===== src/rtl/k2_pkg.sv =====
// ----------------------------------------------------------------------------
// k2_pkg
// Shared types and constants for the K2 flag/sequencer path.
//   k2_phase_t : sequencer states (FETCH, EXEC, HALT)
//   K2_DATA_W  : native K2 datapath width
//   k2_is_exec / k2_is_halt : state decode helpers used for the phase outputs
// ----------------------------------------------------------------------------
package k2_pkg;

  typedef enum logic [1:0] {
    FETCH = 2'b00,
    EXEC  = 2'b01,
    HALT  = 2'b10
  } k2_phase_t;

  localparam int K2_DATA_W = 4;

  function automatic logic k2_is_exec(input k2_phase_t ph);
    return (ph == EXEC);
  endfunction

  function automatic logic k2_is_halt(input k2_phase_t ph);
    return (ph == HALT);
  endfunction

endpackage


===== src/rtl/k2_sat_counter.sv =====
// ----------------------------------------------------------------------------
// k2_sat_counter
// Up-counter that sticks at all-ones instead of wrapping.
// Parameters:
//   WIDTH : counter width in bits
// Ports:
//   clk   in   rising-edge clock
//   rst   in   asynchronous active-high reset, clears the count
//   en    in   count one step on this edge
//   count out  current count
// ----------------------------------------------------------------------------
module k2_sat_counter #(
  parameter int WIDTH = 16
) (
  input  logic             clk,
  input  logic             rst,
  input  logic             en,
  output logic [WIDTH-1:0] count
);

  logic [WIDTH-1:0] count_q;

  // Next value with saturation at the top code.
  function automatic logic [WIDTH-1:0] sat_inc(input logic [WIDTH-1:0] v);
    if (v == {WIDTH{1'b1}}) begin
      return v;
    end
    return v + {{(WIDTH-1){1'b0}}, 1'b1};
  endfunction

  always_ff @(posedge clk or posedge rst) begin
    if (rst) begin
      count_q <= '0;
    end else if (en) begin
      count_q <= sat_inc(count_q);
    end
  end

  assign count = count_q;

endmodule


===== src/rtl/k2_flag_seq.sv =====
// ----------------------------------------------------------------------------
// k2_flag_seq
// Two-phase (FETCH/EXEC) sequencer with HALT, Zero/Carry flag registers and a
// saturating retired-instruction counter for the K2 conditional-jump path.
//
// Parameters:
//   DATA_W   : ALU result width
//   RETIRE_W : retired-instruction counter width
// Ports:
//   clk       in   rising-edge clock
//   rst       in   asynchronous active-high reset
//   stall     in   freezes state, flags and counter
//   halt_req  in   enter HALT from EXEC (level, sampled in EXEC only)
//   resume    in   leave HALT to FETCH (level, honoured in HALT only)
//   alu_res   in   ALU result of the executing instruction
//   alu_cout  in   ALU carry-out of the executing instruction
//   flag_we   in   instruction updates ZF/CF
//   flag_clr  in   instruction clears ZF/CF (wins over flag_we)
//   S_reg     out  phase bit, 1 in EXEC
//   ZF        out  zero flag
//   CF        out  carry flag
//   halted    out  1 in HALT
//   retired   out  saturating count of completed EXEC phases
//
// Build option:
//   K2_FLAG_BYPASS_EN : when defined, ZF/CF show the pending update during an
//   unstalled EXEC cycle so same-cycle consumers see the new flags. The
//   registered flags behave identically either way.
// ----------------------------------------------------------------------------
module k2_flag_seq
  import k2_pkg::*;
#(
  parameter int DATA_W   = K2_DATA_W,
  parameter int RETIRE_W = 16
) (
  input  logic                clk,
  input  logic                rst,
  input  logic                stall,
  input  logic                halt_req,
  input  logic                resume,
  input  logic [DATA_W-1:0]   alu_res,
  input  logic                alu_cout,
  input  logic                flag_we,
  input  logic                flag_clr,
  output logic                S_reg,
  output logic                ZF,
  output logic                CF,
  output logic                halted,
  output logic [RETIRE_W-1:0] retired
);

  k2_phase_t state_q;
  k2_phase_t state_d;
  logic      leave_exec;
  logic      zf_q;
  logic      cf_q;
  logic      zf_d;
  logic      cf_d;

  function automatic logic is_zero(input logic [DATA_W-1:0] v);
    return (v == {DATA_W{1'b0}});
  endfunction

  // An instruction completes on the edge that leaves EXEC unstalled; this is
  // the only point where flags update and the retired count advances.
  assign leave_exec = (state_q == EXEC) && !stall;

  always_comb begin
    state_d = state_q;
    if (!stall) begin
      case (state_q)
        FETCH:   state_d = EXEC;
        EXEC:    state_d = halt_req ? HALT : FETCH;
        HALT:    state_d = resume ? FETCH : HALT;
        default: state_d = FETCH;
      endcase
    end
  end

  // Pending flag value from the executing instruction; clear beats write.
  always_comb begin
    zf_d = zf_q;
    cf_d = cf_q;
    if (flag_clr) begin
      zf_d = 1'b0;
      cf_d = 1'b0;
    end else if (flag_we) begin
      zf_d = is_zero(alu_res);
      cf_d = alu_cout;
    end
  end

  // State and flag registers; async reset discards any in-flight update.
  always_ff @(posedge clk or posedge rst) begin
    if (rst) begin
      state_q <= FETCH;
      zf_q    <= 1'b0;
      cf_q    <= 1'b0;
    end else begin
      state_q <= state_d;
      if (leave_exec) begin
        zf_q <= zf_d;
        cf_q <= cf_d;
      end
    end
  end

  k2_sat_counter #(
    .WIDTH (RETIRE_W)
  ) u_retired (
    .clk   (clk),
    .rst   (rst),
    .en    (leave_exec),
    .count (retired)
  );

  assign S_reg  = k2_is_exec(state_q);
  assign halted = k2_is_halt(state_q);

`ifdef K2_FLAG_BYPASS_EN
  assign ZF = leave_exec ? zf_d : zf_q;
  assign CF = leave_exec ? cf_d : cf_q;
`else
  assign ZF = zf_q;
  assign CF = cf_q;
`endif

endmodule


===== config.mk =====
export PLATFORM = sky130hd
export DESIGN_NAME = k2_flag_seq
export DESIGN_NICKNAME = d
export VERILOG_FILES = /design/src/rtl/k2_pkg.sv /design/src/rtl/k2_sat_counter.sv /design/src/rtl/k2_flag_seq.sv
export SDC_FILE = /design/constraint.sdc
export NUM_CORES = 1
export LEC_CHECK = 0
export ABC_AREA = 1
export CAP_MARGIN = 20
export CORE_MARGIN = 2
export CORE_UTILIZATION = 40
export DETAILED_ROUTE_END_ITERATION = 16
export HOLD_SLACK_MARGIN = 0.15
export PLACE_DENSITY = 0.7
export SKIP_LAST_GASP = 1
export SLEW_MARGIN = 10
export SYNTH_ARGS = -nofsm -noshare
export SYNTH_HDL_FRONTEND = slang
export SYNTH_SLANG_ARGS = --single-unit

===== constraint.sdc =====
create_clock -name clk -period 1.3 [get_ports clk]
set_clock_uncertainty 0.05 [all_clocks]
set_input_delay 0.195 -clock clk [delete_from_list [all_inputs] [get_ports clk]]
set_output_delay 0.195 -clock clk [all_outputs]
set_load 0.05 [all_outputs]

; Word-level counts from Yosys, hierarchy flattened
; Index checks and enable logic that the tools add are counted.
[word_totals]
output_inout_bits = 20
ff_bits = 20
[classes]
muxes = 10
n_eq_ne = 4
n_reduce_logical = 7
add_sub_neg = 1
[ops]
columns = cell, n
row1 = "16-bit by 1-bit adder with 16-bit output, second input constant", 1
row2 = "16-bit equality test, second input constant", 1
row3 = 16-bit two-way mux, 1
row4 = 1-bit two-way mux, 6
row5 = 2-bit one-hot mux with 3 select lines, 1
row6 = 4-bit zero test, 1
row7 = 2-bit two-way mux, 2
row8 = 2-bit AND reduction, 2
row9 = "2-bit by 1-bit equality test with 1-bit output, second input constant", 1
row10 = "2-bit equality test, second input constant", 1
row11 = 2-bit zero test, 1
row12 = "2-bit != test, second input constant", 1
row13 = 2-bit nonzero test, 1
row14 = 1-bit logical AND, 1
row15 = 1-bit zero test, 1

; Logic depth before layout (Yosys ltp)
[logic_depth]
ltp_word = 5
depth_mapped = 9

; Modules after synthesis
; A second synthesis with hierarchy kept.
[unflattened]
cells_unflattened = 191
hier_area_um2 = 1307.5
[modules_own_cells]
columns = module, instances, cells_per_inst, seq_area_each_um2, area_per_inst_um2
row1 = k2_sat_counter, 1, 151, 400.4, 1059.8
row2 = k2_flag_seq, 1, 40, 100.1, 247.7

; Least setup slack after synthesis
; OpenSTA, ideal clock, no wires.
[synth_timing]
kind = register -> register
start = register u_retired.count_q[0], in the netlist u_retired.count[0]
end = register u_retired.count_q[9], in the netlist u_retired.count[9]
arrival_time_ns = 1.677
synth_period_minus_slack_ns = 1.847
path_stages_with_launch = 10
path_slack_ns = -0.547
required_time_ns = 1.130
path_cell_list = dfrtp_1 > ha_1 > inv_2 > nor2_2 > nand2_2 > nor2_4 > nor2_2 > buf_6 > nand2_2 > o21ai_2
[synth_via]
elab_chain_len = 5
elab_cells_between_ends = 7
cone_classes = 1 x add/sub / 2 x eq/ne / 3 x mux / 1 x reduce/logical
[synth_rtl]
columns = item, line_no
row1 = "start, declared", k2_sat_counter.sv:21  ; logic [WIDTH-1:0] count_q;
row2 = "start signal, assigned", k2_sat_counter.sv:35  ; count_q <= sat_inc(count_q);
row3 = "parallel branches: the longest is 5 deep, another holds 16-bit by 1-bit adder with 16-bit output", -
; Parallel ways; which one is timed is not known. The select of a mux whose other input is x is not followed.
; A chain may end at the register's enable or synchronous reset.

; Final worst setup path
[layout_timing]
start = register u_retired.count_q[1], in the netlist u_retired.count[1]
end = register u_retired.count_q[8], in the netlist u_retired.count[8]
; Same word-level chain as after synthesis.

==> impl_results.md <==
- Status: finished with violations
- Failing checks: setup timing
- Post-route DRC violation count: 0
- HP Class: in -> async
- Hold Slack: 0.151 ns
- Dpl cell area: 2100 um^2
- Wire length after detailed routing: 4010 um
- Final hold violation count: 0
- IO Count: 32
- Fin worst setup slack: -0.101 ns
- Top cell type's share of synthesized area: 0.390
- GR Util All Layers: 0.231
- # setup viols final: 19
- Fill cells: 207
- Chip height: 60.7 um
- CORE AREA: 3050 um^2
- ANT cells: 0
- Pleak: between 0.001 and 0.0015 uW
- Number of synthesized register bits: 20
- Die ar.: 3680 um^2
- Gate Count Post-Synth: 177
- Sequential fraction of the synthesis area: 0.390
- Crit-path max FO: 5
- Syn. warnings: 0
- Fin nets: 267
- Port Buf Inserts: 31
- RePlAce Congestion: around 0.94
- Final instance area: between 2000 and 2500 um^2
- Post-synth net total: 190
- Critical setup path kind: reg -> reg
- Netlist area before placement: approximately 1300 um^2
- Pwr Density: 1540 nW/um^2
- Setup crit start kind: register
- Worst endpoint required time: 1.44 ns
- Setup TNS: -0.903 ns
- Yosys top cell by area: dfrtp_1
- Hpwl dp: 2870 um
- Total gr overflow: 0
- CTS Sinks: 20
- Antenna violations before repair: 0
- Synth area leaders: dfrtp_1, nand2_1, nor2_1, inv_1, nand3_1
- Area delta synth->final: 83.7%
- Crit path DAT: 1.54 ns
- Worst r2r dst: u_retired.count[8]$_DFFE_PP0P_
- Reg2Reg Depth: 6
- VDD IR max: 1.08 mV
- DR WL met2: 2150 um
- EDFF count, synth: 0
- H-tree depth: 1
- Routed vias/inst: 4.94
- Met3 Routed Length: between 200 and 250 um
- Crit path capture type: register
- Share of post-route cells with drive strength above 1: 0.498
- FFs w/ async S/R, synth: 1.00
- First-pass GRT wire length: 6270 um
- Initial DRC count: 69
- Post-Syn Area per Cell: 7.25 um^2
- R2R setup slack: -0.10 ns
- Routed len/inst: 13.5 um
- RSZ-0062 raised after global routing: yes
- Yosys cell types: 23
- Reg-to-Reg Start: u_retired.count[1]$_DFFE_PP0P_
- Rel. slew slack: 0.799
- Hold_buf cts: 0
- Worst skew pair latency: 0.30 ns
- Commonest cells in the netlist: nand2_1, dfrtp_1, nor2_1
- Slew Limit Fails: 0
- Total CTS buffers: 3
- Design Power: 3640 uW
- Fmax achieved: approximately 700 MHz
- CTS tree: built
- Max-Cap Viols: 0
- Via count: about 1,500
- Max Used Layer: met4
- Row count: 20
- Drt pass-1 iters: 4
- Slew @ Worst Pin: between 0.2 and 0.3 ns
- Clk Tree Root Cell: clkbuf_4
- Post-DRT Antenna Nets: 0
- M1 WL: 1600 um
- Register clock-pin slew on the reported worst setup and hold paths: 0.12 ns
- Main synth FF type: dfrtp_1
- Largest net degree at the start of global routing: 21
- Die W: 60.7 um
- Fin crit share: 1.08
- Min Tclk post-route: roughly 1.4 ns
- Clk buf depth: 2
- Starting density of the core: 0.420
- Most frequent cell after synthesis: nand2_1
- Vias in the first global route: between 1,000 and 1,500
## worst max-delay path: stages (launching register included)
cell and delay [ns]:
dfrtp_2 0.41, ha_4 0.17, nand3_2 0.16, nor2_4 0.21, nand2_1 0.08, o21ai_1 0.15, nand2_1 0.06
## metrics by stage
stage               utilization  setup slack [ns]  cells
floorplan                     -            -0.226    177
global placement          0.688            -0.215    279
detailed placement        0.688            -0.303    279
CTS                       0.734           -0.0535    291
global route              0.773            -0.157    297
finish                    0.773            -0.101    297
## area by class of cell
cell class	instances	area (um^2)	share of cell area
clock buffer	4	26.3	0.0111
inverter	19	73.8	0.0313
multi-input combinational	138	807	0.342
sequential	20	520	0.221
tap	44	55.1	0.0233
timing repair buffer	72	876	0.371
## layer usage
metal,vias up,GRT usage
li1,723,-
met1,680,0.296
met2,56,0.389
met3,8,0.0341
met4,0,0.0963
met5,-,0
## timing repair
action | in CTS | in global routing
endpoints found under the hold margin | 0 | 0
pin swaps | 6 | 3
setup buffers | 8 | 7
cloned | 1 | 0
resized for setup | 15 | 26
endpoints found under the setup margin | 25 | 34
## registers in the layout (all words and copies together), names as in the netlist
| register | cells |
|---|---|
| ZF | 1 |
| state_q | 2 |
| CF | 1 |
| u_retired.count | 16 |
## worst max path at each step
stage,startpoint,endpoint,slack [ns],cells after the start
detailed placement,stall,u_retired.count[8]$_DFFE_PP0P_,-0.30,7
finish,u_retired.count[1]$_DFFE_PP0P_,u_retired.count[8]$_DFFE_PP0P_,-0.10,6
global placement,stall,u_retired.count[8]$_DFFE_PP0P_,-0.21,7
floorplan,u_retired.count[0]$_DFFE_PP0P_,u_retired.count[6]$_DFFE_PP0P_,-0.23,9
CTS,u_retired.count[1]$_DFFE_PP0P_,u_retired.count[1]$_DFFE_PP0P_,-0.05,9
global route,u_retired.count[1]$_DFFE_PP0P_,u_retired.count[13]$_DFFE_PP0P_,-0.16,8
## power by group
| part | internal [uW] | switching [uW] |
|---|---|---|
| logic | 1160 | 1210 |
| registers | 785 | 165 |
| clock network | 119 | 193 |
## logic make-up after synthesis
kind of cell | count (synthesis) | synth area share
buf+inv | 20 | 0.0643
xor+xnor | 3 | 0.0205
compound gates | 11 | 0.0565
fa+ha+maj | 1 | 0.00975
flops | 20 | 0.390
simple gates | 122 | 0.459
## cell usage in the layout, fill, tap and decap left out
cell type	instances
nand3b_1	3
o21ai_0	1
nand2_2	12
dfrtp_1	4
inv_1	11
o21ai_2	3
clkbuf_1	1
ha_4	1
clkbuf_4	3
buf_4	28
inv_2	7
nor2_4	8
buf_12	21
nor3_4	1
nand2_8	1
nand3_1	9
inv_4	1
o21ai_1	5
buf_6	12
nor4_1	1
nand3_2	2
nor2_2	5
nor2_1	11
nand2_4	3
clkdlybuf4s50_1	11
o311ai_0	1
nor3_2	2
xnor2_1	3
nand2_1	58
dfrtp_2	16
nand4_1	7
o21a_1	1
Power figures use the tool's default switching activity.
==> variant (config.mk and constraints unchanged) <==
Build with the macro `K2_FLAG_BYPASS_EN` defined.
--- a/src/rtl/k2_flag_seq.sv
+++ b/src/rtl/k2_flag_seq.sv
@@ -29,2 +29,4 @@
 // ----------------------------------------------------------------------------
+`define K2_FLAG_BYPASS_EN
+
 module k2_flag_seq
Function: changed (Yosys sat finds a counterexample within 4 cycles, from zero or initial values and one cycle with rst high).
==> variant against the unedited design <==
- the run still ends with negative setup slack left
- global-route usage decreased by 1.9 points
- via count up 9.3%
- wire length rose by 6.1%
- clock power grew 5%
- setup slack lost 0.29 ns
- final cell count is 10% higher
- sequential cell count unchanged
- largest cell class unchanged
- total power shrank 3.6%
- cell area rose by 12%
- area after synthesis up 5.5%
==> variant: results (changes against the unedited design) <==
* Outcome: complete, but fails checks
* Failing checks: negative setup slack
* Worst Slack Setup Final at -0.394 ns (-0.293 ns)
* Core area at 3280 um2 (+7.6%)
* Register area share after synthesis at 37.0% (-2.0 points)
* Syn_nets at 199 (+4.7%)
* Routed wl met2 at 2170 um (+0.56%)
* Met3 WL post-DR at 201 um (-8.2%)
* Slowest stage cell on the critical path: dfrtp_1
* GR met2 Demand/Resource at 36.7% (-2.2 points)
* PD cells at 1330 nW/um2 (-14%)
* FF-to-FF setup slack at -0.32 ns (-0.22 ns)
* Seq. pwr at 0.000903 W (-5.0%)
* Critical Path End: CF
* Via count at 1603 (+9.3%)
* Placed cell areas at 2260 um2 (+7.4%)
* Syn-to-layout area delta at 95.1%
* First-pass GRT wire length at 6640 um (+5.8%)
* Worst reg2reg path startpoint: state_q[1]
* Internal at 0.00204 W (-1.4%)
* CP peak stage delay at 0.43 ns (+0.02 ns)
* Worst hold margin at 0.131 ns (-0.0202 ns)
* Met1 Usage GRT at 26.1% (-3.5 points)
* Final setup vio count at 21 (+2)
* Share of cells above drive strength 1 at 53.2% (+3.4 points)
* Vias per inst at 4.89 (-1.1%)
* Top post-synthesis cells by count: nand2_1 (68), inv_1 (23), nor2_1 (21), dfrtp_1 (20), nand3_1 (11)
* Largest cells by area after synthesis: dfrtp_1 (37%), nand2_1 (19%), inv_1 (6.4%), nor2_1 (5.8%), nor2_4 (4.2%)
* Worst-margin pin slew at 0.336 ns (+0.0379 ns)
==> variant: cell count changes in the layout (fill, tap and decap cells not counted), moves of 2 or more <==
cell / unedited run / this run
nor2_1: 11 / 15
o21ai_1: 5 / 1
buf_6: 12 / 18
buf_4: 28 / 43
inv_2: 7 / 4
inv_1: 11 / 20
nor2_8: 0 / 2
==> variant: repair_timing <==
item                                    in CTS  in global routing
pin swaps                                    9                 17
gates resized for setup                     21                 25
buffers inserted                            13                 16
endpoints found under the setup margin      27                 33
==> variant: final cells by class <==
class / count / share of cell area [%]
sequential: 20 / 19.8
timing repair buffer: 92 / 39.2
multi-input combinational: 141 / 34.1
tap: 46 / 2.18
clock buffer: 4 / 0.995
inverter: 25 / 3.74
==> variant: kinds of logic after synthesis <==
family	count (synthesis)	synth area share, %
and+or+nand+nor	129	49.1
buffers and inverters	25	7.30
DFF	20	37.0
AOI/OAI and AO/OA	9	4.44
xor gates and xnor gates	2	1.29
adders and majority gates	1	0.924
